### src/rtl/instruc_loader_if.sv
// Byte-stream input and instruction-memory write-port bundle of the loader.
// slave is the loader side; master is the feeder/observer side.
interface instruc_loader_if #(
    parameter int SIZE_ADDR_PC = 32,
    parameter int SIZE_BYTE    = 8
);
    logic                    i_start_load;
    logic [SIZE_BYTE-1:0]    i_rx_data;
    logic                    i_rx_valid;
    logic [SIZE_ADDR_PC-1:0] o_instruction_address;
    logic [SIZE_ADDR_PC-1:0] o_instruction;
    logic                    o_flag_write_intruc;
    logic                    o_busy;
    logic                    o_load_done;
    logic [SIZE_ADDR_PC-1:0] o_word_count;

    modport slave (
        input  i_start_load, i_rx_data, i_rx_valid,
        output o_instruction_address, o_instruction, o_flag_write_intruc,
               o_busy, o_load_done, o_word_count
    );

    modport master (
        output i_start_load, i_rx_data, i_rx_valid,
        input  o_instruction_address, o_instruction, o_flag_write_intruc,
               o_busy, o_load_done, o_word_count
    );
endinterface

### src/rtl/instruc_loader.sv
// Assembles big-endian byte groups into instruction words and writes them to
// instruction memory until the HALT word is written or memory is full.
module instruc_loader #(
    parameter int                SIZE_ADDR_PC = 32,
    parameter int                TOTAL_SIZE   = 256,
    parameter logic [31:0]       HALT_WORD    = 32'hFFFF_FFFF,
    parameter int                SIZE_BYTE    = 8
) (
    input  logic                  i_clk,
    input  logic                  i_reset,
    instruc_loader_if.slave       ldr_bus
);
    localparam int BYTES_PER_WORD = SIZE_ADDR_PC / SIZE_BYTE;
    localparam int BCW            = $clog2(BYTES_PER_WORD);
    localparam logic [BCW-1:0]          LAST_BYTE = BCW'(BYTES_PER_WORD - 1);
    localparam logic [SIZE_ADDR_PC-1:0] LAST_ADDR = SIZE_ADDR_PC'(TOTAL_SIZE - 1);
    localparam logic [SIZE_ADDR_PC-1:0] HALT_W    = SIZE_ADDR_PC'(HALT_WORD);

    typedef enum logic [1:0] {
        ST_IDLE  = 2'd0,
        ST_RECV  = 2'd1,
        ST_WRITE = 2'd2,
        ST_DONE  = 2'd3
    } state_t;

    state_t                  state_q, state_d;
    logic [SIZE_ADDR_PC-1:0] shift_q, shift_d;
    logic [BCW-1:0]          byte_cnt_q, byte_cnt_d;
    logic [SIZE_ADDR_PC-1:0] addr_q, addr_d;
    logic [SIZE_ADDR_PC-1:0] word_count_q, word_count_d;
    logic [SIZE_ADDR_PC-1:0] instr_q, instr_d;
    logic [SIZE_ADDR_PC-1:0] instr_addr_q, instr_addr_d;
    logic                    strobe_q, strobe_d;
    logic                    busy_q, busy_d;
    logic                    done_q, done_d;
    logic [SIZE_ADDR_PC-1:0] assembled_s;

    assign assembled_s = {shift_q[SIZE_ADDR_PC-SIZE_BYTE-1:0], ldr_bus.i_rx_data};

    // Next-state and datapath update for the load sequencer
    always_comb begin
        state_d      = state_q;
        shift_d      = shift_q;
        byte_cnt_d   = byte_cnt_q;
        addr_d       = addr_q;
        word_count_d = word_count_q;
        instr_d      = instr_q;
        instr_addr_d = instr_addr_q;

        case (state_q)
            ST_IDLE, ST_DONE: begin
                if (ldr_bus.i_start_load) begin
                    addr_d       = '0;
                    word_count_d = '0;
                    byte_cnt_d   = '0;
                    shift_d      = '0;
                    state_d      = ST_RECV;
                end else begin
                    state_d = state_q;
                end
            end
            ST_RECV: begin
                if (ldr_bus.i_rx_valid) begin
                    shift_d = assembled_s;
                    if (byte_cnt_q == LAST_BYTE) begin
                        byte_cnt_d   = '0;
                        instr_d      = assembled_s;
                        instr_addr_d = addr_q;
                        state_d      = ST_WRITE;
                    end else begin
                        byte_cnt_d = byte_cnt_q + BCW'(1);
                    end
                end else begin
                    state_d = ST_RECV;
                end
            end
            ST_WRITE: begin
                word_count_d = word_count_q + SIZE_ADDR_PC'(1);
                if ((instr_q == HALT_W) || (addr_q == LAST_ADDR)) begin
                    state_d = ST_DONE;
                end else begin
                    addr_d  = addr_q + SIZE_ADDR_PC'(1);
                    state_d = ST_RECV;
                    // A byte arriving during the write cycle opens the next word
                    if (ldr_bus.i_rx_valid) begin
                        shift_d    = assembled_s;
                        byte_cnt_d = BCW'(1);
                    end else begin
                        byte_cnt_d = '0;
                    end
                end
            end
            default: begin
                state_d = ST_IDLE;
            end
        endcase
    end

    // Status outputs are registered copies of the current state
    always_comb begin
        strobe_d = (state_q == ST_WRITE);
        busy_d   = (state_q == ST_RECV) || (state_q == ST_WRITE);
        done_d   = (state_q == ST_DONE);
    end

    // State and datapath registers with synchronous reset
    always_ff @(posedge i_clk) begin
        if (i_reset) begin
            state_q      <= ST_IDLE;
            shift_q      <= '0;
            byte_cnt_q   <= '0;
            addr_q       <= '0;
            word_count_q <= '0;
            instr_q      <= '0;
            instr_addr_q <= '0;
            strobe_q     <= 1'b0;
            busy_q       <= 1'b0;
            done_q       <= 1'b0;
        end else begin
            state_q      <= state_d;
            shift_q      <= shift_d;
            byte_cnt_q   <= byte_cnt_d;
            addr_q       <= addr_d;
            word_count_q <= word_count_d;
            instr_q      <= instr_d;
            instr_addr_q <= instr_addr_d;
            strobe_q     <= strobe_d;
            busy_q       <= busy_d;
            done_q       <= done_d;
        end
    end

    assign ldr_bus.o_instruction_address = instr_addr_q;
    assign ldr_bus.o_instruction         = instr_q;
    assign ldr_bus.o_flag_write_intruc   = strobe_q;
    assign ldr_bus.o_busy                = busy_q;
    assign ldr_bus.o_load_done           = done_q;
    assign ldr_bus.o_word_count          = word_count_q;
endmodule

### src/flat_wrapper.sv
// flat-port wrapper written by rule: the top's interface ports become plain ports
module instruc_loader_flat 
#(
    parameter int                SIZE_ADDR_PC = 32,
    parameter int                TOTAL_SIZE   = 256,
    parameter logic [31:0]       HALT_WORD    = 32'hFFFF_FFFF,
    parameter int                SIZE_BYTE    = 8
)
  (i_clk, i_reset, ldr_bus_i_start_load, ldr_bus_i_rx_data, ldr_bus_i_rx_valid, ldr_bus_o_instruction_address, ldr_bus_o_instruction, ldr_bus_o_flag_write_intruc, ldr_bus_o_busy, ldr_bus_o_load_done, ldr_bus_o_word_count);
  instruc_loader_if #(.SIZE_ADDR_PC(SIZE_ADDR_PC), .SIZE_BYTE(SIZE_BYTE)) ldr_bus_i ();
  input  logic i_clk;
  input  logic i_reset;
  input wire logic [$bits(ldr_bus_i.i_start_load)-1:0] ldr_bus_i_start_load;
  input wire logic [$bits(ldr_bus_i.i_rx_data)-1:0] ldr_bus_i_rx_data;
  input wire logic [$bits(ldr_bus_i.i_rx_valid)-1:0] ldr_bus_i_rx_valid;
  output wire logic [$bits(ldr_bus_i.o_instruction_address)-1:0] ldr_bus_o_instruction_address;
  output wire logic [$bits(ldr_bus_i.o_instruction)-1:0] ldr_bus_o_instruction;
  output wire logic [$bits(ldr_bus_i.o_flag_write_intruc)-1:0] ldr_bus_o_flag_write_intruc;
  output wire logic [$bits(ldr_bus_i.o_busy)-1:0] ldr_bus_o_busy;
  output wire logic [$bits(ldr_bus_i.o_load_done)-1:0] ldr_bus_o_load_done;
  output wire logic [$bits(ldr_bus_i.o_word_count)-1:0] ldr_bus_o_word_count;
  assign ldr_bus_i.i_start_load = ldr_bus_i_start_load;
  assign ldr_bus_i.i_rx_data = ldr_bus_i_rx_data;
  assign ldr_bus_i.i_rx_valid = ldr_bus_i_rx_valid;
  assign ldr_bus_o_instruction_address = ldr_bus_i.o_instruction_address;
  assign ldr_bus_o_instruction = ldr_bus_i.o_instruction;
  assign ldr_bus_o_flag_write_intruc = ldr_bus_i.o_flag_write_intruc;
  assign ldr_bus_o_busy = ldr_bus_i.o_busy;
  assign ldr_bus_o_load_done = ldr_bus_i.o_load_done;
  assign ldr_bus_o_word_count = ldr_bus_i.o_word_count;
  instruc_loader #(.SIZE_ADDR_PC(SIZE_ADDR_PC), .TOTAL_SIZE(TOTAL_SIZE), .HALT_WORD(HALT_WORD), .SIZE_BYTE(SIZE_BYTE)) u_core (.i_clk(i_clk), .i_reset(i_reset), .ldr_bus(ldr_bus_i));
endmodule
### config.mk
export PLATFORM = sky130hd
export DESIGN_NAME = instruc_loader_flat
export DESIGN_NICKNAME = d
export VERILOG_FILES = /design/src/rtl/instruc_loader_if.sv /design/src/rtl/instruc_loader.sv /design/src/flat_wrapper.sv
export SDC_FILE = /design/constraint.sdc
export NUM_CORES = 1
export LEC_CHECK = 0
export BUFFER_PORTS_ARGS = -buffer_cell sky130_fd_sc_hd__buf_4
export CAP_MARGIN = 40
export CORE_ASPECT_RATIO = 0.7
export CORE_MARGIN = 8
export CORE_UTILIZATION = 25
export DETAILED_ROUTE_END_ITERATION = 16
export GPL_ROUTABILITY_DRIVEN = 0
export REMOVE_ABC_BUFFERS = 1
export SYNTH_ARGS = -nofsm -noshare
export SYNTH_HDL_FRONTEND = slang
export SYNTH_SLANG_ARGS = --single-unit
export TNS_END_PERCENT = 30
### constraint.sdc
create_clock -name i_clk -period 5 [get_ports i_clk]
set_input_delay 0.25 -clock i_clk [delete_from_list [all_inputs] [get_ports i_clk]]
set_output_delay 0.25 -clock i_clk [all_outputs]
set_load 0.03 [all_outputs]
Word-level counts from Yosys, hierarchy flattened:

Index checks and enable logic that the tools add are counted.

* add/subtract/negate cells: 3
* reduce and logical (&&, ||, !) cells: 11
* equality and inequality tests: 10
* multiplexer cells: 18

Operator list (count)
* $mux W32: 4
* $pmux W32 S2: 2
* $pmux W32 S3: 1
* $add A32 B1 Y32 const B: 2
* $eq A32 B32 Y1 const B: 1
* $eq A32 B8 Y1 const B: 1
* $mux W2: 8
* $pmux W2 S3: 2
* $reduce_and A3 Y1: 3
* $eq A2 B2 Y1 const B: 3
* $ne A2 B2 Y1 const B: 3
* $reduce_and A2 Y1: 3
* $ne A3 B2 Y1 const B: 1
* $add A2 B1 Y2 const B: 1
* $eq A2 B1 Y1 const B: 1
* $logic_not A2 Y1: 1
* $logic_or A1 B1 Y1: 2
* $reduce_bool A2 Y1: 1
* $reduce_or A2 Y1: 1
* $mux W1: 1

* logic and storage cells: 52
* bits of input ports: 12
* flip-flop bits (word level): 167

Longest topological paths before layout:

Gate-level depths: netlist of run 1.

* depth in word-level cells: 4
* depth in mapped cells: 11

Worst setup path after synthesis of run 1:

Ideal clock, no wire load.

* path kind: reg2reg
* start: register u_core.state_q[0]
* end: register u_core.addr_q[11]
* setup time: 0.115 ns
* period minus slack after synthesis: 2.227 ns
* arrival time: 2.112 ns
* data required time: 4.885 ns
* cell stages (with the launch flop): 11
* setup slack: 2.773 ns
* buffers on the path: 3
* path through: dfxtp_1 -> inv_1 -> ha_1 -> buf_4 -> mux2_2 -> buf_2 -> nor2_1 -> clkbuf_1 -> a21oi_1 -> o21ai_0 -> and2_1

* word-level cells in the longest chain between the ends: 4
* elaborated cells between the ends (all ways): 9

Ends and longest elaborated chain
* start: declaration: line instruc_loader.sv:26 `state_t state_q, state_d;`
* start signal: assignment: line instruc_loader.sv:120 `state_q <= state_d;`
* $eq A2 B2 Y1 / $logic_not A2 Y1 (equally long branches): line instruc_loader.sv:50 `case (state_q)`
* $reduce_or A2 Y1: line instruc_loader.sv:50
* $ne A2 B2 Y1 (no source line) / $reduce_bool A2 Y1 (equally long branches)
* $reduce_and A3 Y1 (no source line)
* end signal: assignment: line instruc_loader.sv:123 `addr_q <= addr_d;`
* end: declaration: line instruc_loader.sv:29 `logic [SIZE_ADDR_PC-1:0] addr_q, addr_d;`

Parallel ways exist; a longest one is shown, timed or not.
A chain may end at the register's enable or synchronous reset.

Worst setup path in the final report of run 1:

* start: register u_core.state_q[0]
* end: register u_core.addr_q[11]

* elaborated cells between the ends (all ways): 9

RTL lines
* $eq A2 B2 Y1 *
* via u_core.strobe_d: line instruc_loader.sv:33 `logic strobe_q, strobe_d;`
* $ne A2 B2 Y1 (no source line) / $reduce_bool A2 Y1 (equally long branches)
* $reduce_and A3 Y1 (no source line)

Mark *: on every way through the listed nets, which the timed path passes. The rest lies on a longest branch.

==> results of run 1 <==
-- cell usage after synthesis, types with 5 or more instances --
master,instances
a22oi_1,27
a41oi_1,6
buf_2,7
xor2_1,13
or3_1,13
ha_1,6
and4_1,5
o21ai_0,24
inv_1,17
nor2_1,72
nand3_1,21
nor4_1,8
a21oi_1,107
a31oi_1,6
nor3_1,6
nand4_1,28
dfxtp_1,159
xnor2_1,10
or4_1,6
and3_1,12
nand2_1,170
clkbuf_1,37
-- flip-flops by register name, indices dropped and copies added (netlist names) --
register,count
u_core.addr_q,32
u_core.ldr_bus.o_instruction,32
u_core.ldr_bus.o_instruction_address,32
u_core.ldr_bus.o_word_count,32
u_core.shift_q,24
u_core.byte_cnt_q,2
u_core.state_q,2
u_core.ldr_bus.o_busy,1
u_core.ldr_bus.o_flag_write_intruc,1
u_core.ldr_bus.o_load_done,1
-- cells by family (layout without fill, tap and decap cells) --
logic type / count (synthesis) / in the layout / share of synthesized area (%)
and+or+nand+nor: 368 / 368 / 26.6
AOI/OAI and AO/OA: 190 / 190 / 16.9
DFF: 159 / 159 / 47.9
buffers and inverters: 64 / 167 / 3.92
xor gates and xnor gates: 23 / 23 / 3.03
adders and majority gates: 6 / 6 / 1.13
muxes: 3 / 3 / 0.490
-- power by group through the flow --
stage	logic (mW)	registers (mW)	clock network, mW
2_1_floorplan	0.0472	1.31	0
3_3_place_gp	0.0982	1.31	0
3_5_place_dp	0.106	1.31	0
4_1_cts	0.107	1.28	1.36
5_1_grt	0.117	1.28	1.42
6_report	0.107	1.28	1.33
-- worst max-delay path by stage --
stage | startpoint | endpoint | slack, ps
final | u_core.state_q[0]$_SDFFE_PP0P_ | u_core.addr_q[11]$_SDFFE_PP0P_ | 1900
after global routing | u_core.state_q[0]$_SDFFE_PP0P_ | u_core.addr_q[11]$_SDFFE_PP0P_ | 1690
after CTS | u_core.state_q[0]$_SDFFE_PP0P_ | u_core.addr_q[11]$_SDFFE_PP0P_ | 1930
after detailed placement | u_core.state_q[0]$_SDFFE_PP0P_ | u_core.addr_q[11]$_SDFFE_PP0P_ | 1980
after global placement | u_core.state_q[0]$_SDFFE_PP0P_ | u_core.addr_q[11]$_SDFFE_PP0P_ | 1960
after floorplan | u_core.state_q[0]$_SDFFE_PP0P_ | u_core.addr_q[14]$_SDFFE_PP0P_ | 2320
-- metal layers --
layer / part of all wire (%) / vias to the layer above
met3: 11 / 12
li1: - / 3033
met4: 0.59 / 0
met2: 40 / 198
met1: 49 / 2835
met5: 0 / -
-- cells in the final DEF, fill, tap and decap left out, types with 10 or more instances in the layout --
cell and instances:
a21oi_1 106, a22oi_1 27, and3_1 11, buf_4 116
clkbuf_16 17, dfxtp_1 159, inv_1 17, nand2_1 170
nand3_1 20, nand4_1 28, nor2_1 71, o21ai_0 24
or3_1 13, xnor2_1 10, xor2_1 13
-- worst max-delay path: cells and delay by family, from the launching register on --
kind | cells | cell delay, ps
AOI/OAI and AO/OA | 2 | 1120
buffers and inverters | 2 | 640
and+or+nand+nor | 2 | 470
adders and majority gates | 1 | 390
DFF | 1 | 360
-- metrics by stage --
step,hold WS [ps],setup slack (ps),power [mW],instances
floorplan,319,2320,1.35,767
global placement,444,1960,1.40,1246
CTS,55.8,1930,2.74,1280
global route,80.1,1690,2.81,1280
detailed placement,447,1980,1.41,1248
finish,74.9,1900,2.71,1280
-- layout make-up --
cell class,instances,area (µm²),area share [%]
Inverter,18,67.6,0.803
Sequential cell,159,3180,37.8
Clock buffer,21,470,5.59
Clock inverter,11,130,1.55
Tap cell,364,455,5.41
Timing Repair Buffer,117,898,10.7
Multi-Input combinational cell,590,3210,38.2
==> results.md, run 1 <==
- Status: finished clean
- PostCTS Resize Cnt: 0
- Final setup fails: 0
- Sw power: 0.626 mW
- Register area share after synthesis: 47.9%
- Post-DP Area: 7820 µm²
- Hold EP: u_core.shift_q[2]$_SDFFE_PP0P_
- Synthesized flop and latch total: 159
- Worst-path clk slew: 70 ps
- Setup crit end kind: register
- Yosys warning total: 0
- EDFF count, synth: 0
- Sw frac: 23.1%
- Worst EP arrival: 3420 ps
- Total wire length: 19400 µm
- Max-cap viol count: 0
- P_int: 2.08 mW
- Initial core utilization: 25.2%
- Design Area, Final: 8420 µm²
- First-pass GRT wire length: 30800 µm
- Worst-Margin Slew: 866 ps
- Worst-Skew Late Latency: 430 ps
- R2R setup slack: 1900 ps
- Clock root cell: clkbuf_16
- CTS tree: done
- Htree depth: 4
- Drt pass-1 iters: 5
- Via count: 6078
- CP max stage delay: 890 ps
- Core ar.: 26400 µm²
- # diodes: 0
- Final setup TNS: 0 ps
- Slowest stage cell, crit path: a21oi_1
- Worst-path fanout max: 19
- DR vias/cell: 4.75
- Drt drc: 0
- Slew HR: 42.3%
- Syn Inst Count: 813
- Routed Antenna Nets: 0
- Final worst path period need: 3100 ps
- CP Cell Sequence: inv_1, ha_1, nand2b_1, clkinv_1, a21oi_1, o21ai_0, and2_1
- Total gr overflow: 0
- Final Util: 31.9%
- Met3 Use GR: 5.59%
- Clock sink total: 159
- Synth top area cells: dfxtp_1 48%, nand2_1 9.6%, a21oi_1 8.1%
- FF-to-FF path depth: 7
- Setup bufs post-CTS: 0
- GRT Total Usage: 11.7%
- Yosys top cell by area: dfxtp_1
- HP Start: ldr_bus_i_rx_data[2]
- Final #Nets: 921
- Ys flop type: dfxtp_1
- Die height: 152 µm
- Worst R2R End: u_core.addr_q[11]$_SDFFE_PP0P_
- Largest net degree at the start of global routing: 83
- Start of the worst register-to-register path: u_core.state_q[0]$_SDFFE_PP0P_
- P_leak: 3.01 nW
- Hold-fix buffers, CTS: 0
- Detailed Route Iter0 Violations: 402
- Fin crit share: 62.0%
- Routing usage on met1: 16.6%
- RSZ-0062 raised after global routing: no
- Port Buffers: 110
- CTS buffer count: 17
- Avg Inst Size Synth: 8.17 µm²
- Share of the synthesized area in the top cell type: 47.9%
- Worst Hold Class: in -> reg
- Met2 Resource Use GR: 15.7%
- Final Skew: 10.9 ps
- Worst Hold Depth: 3
- Startpoint Class: register
- Vias in the first global route: 5490
- Top Ports: 111
- HPWL Detailed: 13400 µm
- Combinational group share of total power: 4.0%
- Total die area: 32100 µm²
- Pins Over Slew Limit: 0
- CTS Buffer Depth: 2
- Sequential share of power: 47.1%
- Area Overhead vs Synth: 26.7%
- Final Hold Vio Count: 0
- Critical path class: reg -> reg
- Share of layout cells above drive strength 1: 18.4%
- FFs w/ async S/R, synth: 0%
- Fmax: 0.323 GHz
- Post-synthesis cell area: 6640 µm²
- Number of distinct library cells after synthesis: 57
- Peak supply drop: 0.000198 V
- Pwr Density: 322 nW/µm²
- Req. time, crit path: 5320 ps
- Clk network pwr share: 48.9%
- GRT busiest layer: met1
- Routed WL per cell: 15.1 µm
- Row cnt: 50
- Initial antenna violation count: 0
- Die extent in x: 211 µm
- Fill count: 2807
No activity file was read; power rests on OpenSTA's default activity.
==> inputs of run 2 (changes only) <==
--- a/config.mk
+++ b/config.mk
@@ -5,6 +5,7 @@
 export SDC_FILE = /design/constraint.sdc
 export NUM_CORES = 1
 export LEC_CHECK = 0
+export ABC_AREA = 1
 export BUFFER_PORTS_ARGS = -buffer_cell sky130_fd_sc_hd__buf_4
 export CAP_MARGIN = 40
 export CORE_ASPECT_RATIO = 0.7
==> constraint.sdc (replaced) <==
create_clock -name i_clk -period 2.75 [get_ports i_clk]
set_input_delay 0.1375 -clock i_clk [delete_from_list [all_inputs] [get_ports i_clk]]
set_output_delay 0.1375 -clock i_clk [all_outputs]
set_load 0.03 [all_outputs]
==> run 2 against run 1 <==
First-iteration DRC count rose by 38%. Clock power rose by 84%. Non-clock buffer count rose by 18. Sequential power rose by 90%. Combinational power rose to 5.2 times the previous value. Synthesized cell count rose by 50%. Die area rose by 17%. Largest power group unchanged. Register-to-register slack got worse by 1400 ps. Clock-buffer cell count rose by 1.
==> results.md, run 2 <==
- Total wire length: 24200 µm
- Htree depth: 4
- Slowest stage cell, crit path: nand3_2
- Critical path class: reg -> reg
- Yosys top cell by area: dfxtp_1
- Req. time, crit path: 3110 ps
- Vias in the first global route: 7475
- Post-synthesis cell area: 7880 µm²
- Fin crit share: 82.7%
- Share of the synthesized area in the top cell type: 40.4%
- Ys flop type: dfxtp_1
- Final Skew: 16.2 ps
- Number of distinct library cells after synthesis: 36
- Most frequent cells in the layout: 355 x nand2_1, 159 x nor2_1, 159 x dfxtp_1
- Worst Hold Class: in -> reg
- Avg Inst Size Synth: 6.46 µm²
- CTS buffer count: 17
- Total gr overflow: 0
- Slew HR: 58.1%
- Syn Inst Count: 1221
- Status: finished clean
- CP Cell Sequence: ha_1, nand3_2, inv_2, nand2_2, nor2_1, nand2_1, nand2_1, nand2_4, nand3_2, nand2_1, clkinv_1, nor2_1
- Initial antenna violation count: 1
- Overall power: 5.45 mW
- Count leader, synth: nand2_1
- Setup bufs post-CTS: 0
- Setup ws final: 475 ps
- First-pass GRT wire length: 40200 µm
- P_leak: 3.88 nW
- Drt pass-1 iters: 5
- Register area share after synthesis: 40.4%
- Routed WL per cell: 13.9 µm
- Final setup fails: 0
- # diodes: 0
- Share of layout cells above drive strength 1: 13.6%
- Top Ports: 111
- Synthesized flop and latch total: 159
- CTS Buffer Depth: 2
- Pins Over Slew Limit: 0
- Detailed Route Iter0 Violations: 553
- Worst-path fanout max: 24
- Port Buffers: 110
- Via count: 7965
- CP max stage delay: 460 ps
- Commonest non-fill, non-tap cell in the layout: nand2_1
- DR vias/cell: 4.56
- Startpoint Class: register
- Fmax: 0.440 GHz
- Final Util: 31.5%
- RSZ-0062 raised after global routing: no
- Commonest cells in the netlist: 356 x nand2_1, 159 x dfxtp_1, 159 x nor2_1, 125 x nand3_1, 115 x inv_1
- Final Hold Vio Count: 0
- PostCTS Resize Cnt: 0
- Final worst path period need: 2280 ps
- Largest net degree at the start of global routing: 47
- Clock sink total: 159
- Routed Antenna Nets: 0
- Peak supply drop: 0.000369 V
- Setup crit end kind: register
- Core ar.: 31100 µm²
- Area Overhead vs Synth: 24.1%
- Max-cap viol count: 0
- Drt drc: 0
- Worst-Skew Late Latency: 430 ps
- CTS tree: done
- Worst-Margin Slew: 628 ps
- Worst EP arrival: 2630 ps
- FFs w/ async S/R, synth: 0%
- GRT Total Usage: 12.9%
- Die height: 165 µm
- Total die area: 37600 µm²
- Clock root cell: clkbuf_16
- Yosys warning total: 0
- HPWL Detailed: 17500 µm
- Cell repeated most along the worst path: nand2_1
- Final #Nets: 1333
- Row cnt: 54
- Worst-path clk slew: 70 ps
- Pwr Density: 557 nW/µm²
- EDFF count, synth: 0
- Initial core utilization: 25.4%
- Synth top area cells: dfxtp_1 40%, nand2_1 17%, nand3_1 7.9%
- Die extent in x: 228 µm
- Placement Setup Slack: 442 ps
[run 2: cell count changes after synthesis, sizes merged, moves of 12 or more]
| cell | previous run | this run |
|---|---|---|
| a22oi | 27 | 0 |
| and3 | 13 | 1 |
| inv | 17 | 120 |
| nand2 | 170 | 364 |
| nand3 | 22 | 127 |
| nor2 | 73 | 163 |
| or3 | 14 | 0 |
[run 2: layout make-up]
cell class,instances,area (µm²)
Inverter,131,494
Sequential cell,159,3180
Clock inverter,9,135
Timing Repair Buffer,135,1030
Multi-Input combinational cell,871,3950
Fill cell,3417,21300
Clock buffer,22,464
Tap cell,420,526
[run 2: worst max-delay path: cells and delay by family (launching register included)]
family | cells | cell delay (ps)
adder cells (fa/ha/maj) | 1 | 280
flip-flops | 1 | 370
AND/OR/NAND/NOR | 9 | 1410
buffers and inverters | 2 | 130
[run 2: final timing paths]
path | from | endpoint | slack [ps] | cells after the start
min | ldr_bus_i_rx_data[2] | u_core.ldr_bus.o_instruction[2]$_SDFFE_PP0P_ | 30 | 3
max reg2reg | u_core.addr_q[0]$_SDFFE_PP0P_ | u_core.shift_q[23]$_SDFFE_PP0P_ | 470 | 12
max | u_core.addr_q[0]$_SDFFE_PP0P_ | u_core.shift_q[23]$_SDFFE_PP0P_ | 470 | 12
min reg2reg | u_core.ldr_bus.o_instruction_address[21]$_SDFFE_PP0P_ | u_core.ldr_bus.o_instruction_address[21]$_SDFFE_PP0P_ | 460 | 2
[run 2: kinds of logic (layout without fill, tap and decap cells)]
kind of cell	Yosys count	after routing	share of synthesized area, %
buffers and inverters	191	297	9.54
XOR/XNOR	14	14	1.56
AO/OA/AOI/OAI	135	135	8.81
flip-flops	159	159	40.4
adder cells (fa/ha/maj)	6	6	0.952
AND/OR/NAND/NOR	716	716	38.8
[run 2: through the flow]
stage          hold slack [ps]  setup TNS, ps  instances  area, µm²
3_3_place_gp               435              0       1709       9120
4_1_cts                   17.7              0       1747       9790
6_report                  33.0              0       1747       9790
5_1_grt                   57.8              0       1747       9790
2_1_floorplan              207         -30860       1161       7620
3_5_place_dp               441              0       1709       9120
[run 2: layer usage]
layer | global-route usage [%] | share of wire [%]
met1 | 18.0 | 51
met2 | 19.7 | 42
met3 | 2.87 | 5.0
met4 | 3.99 | 1.7
met5 | 0 | 0.054
[run 2: report_power, final]
part           switching (mW)  total, mW  internal [mW]  leakage (nW)
Sequential             0.0635       2.43           2.37          1.29
Clock                   0.981       2.45           1.47         0.282
Combinational           0.385      0.560          0.175          2.31
[run 2: repair_timing]
| item | 4_1_cts | 5_1_grt |
|---|---|---|
| endpoints found under the hold margin | 7 | 0 |
| setup endpoints to repair | 0 | 0 |
| hold buffers | 7 | 0 |
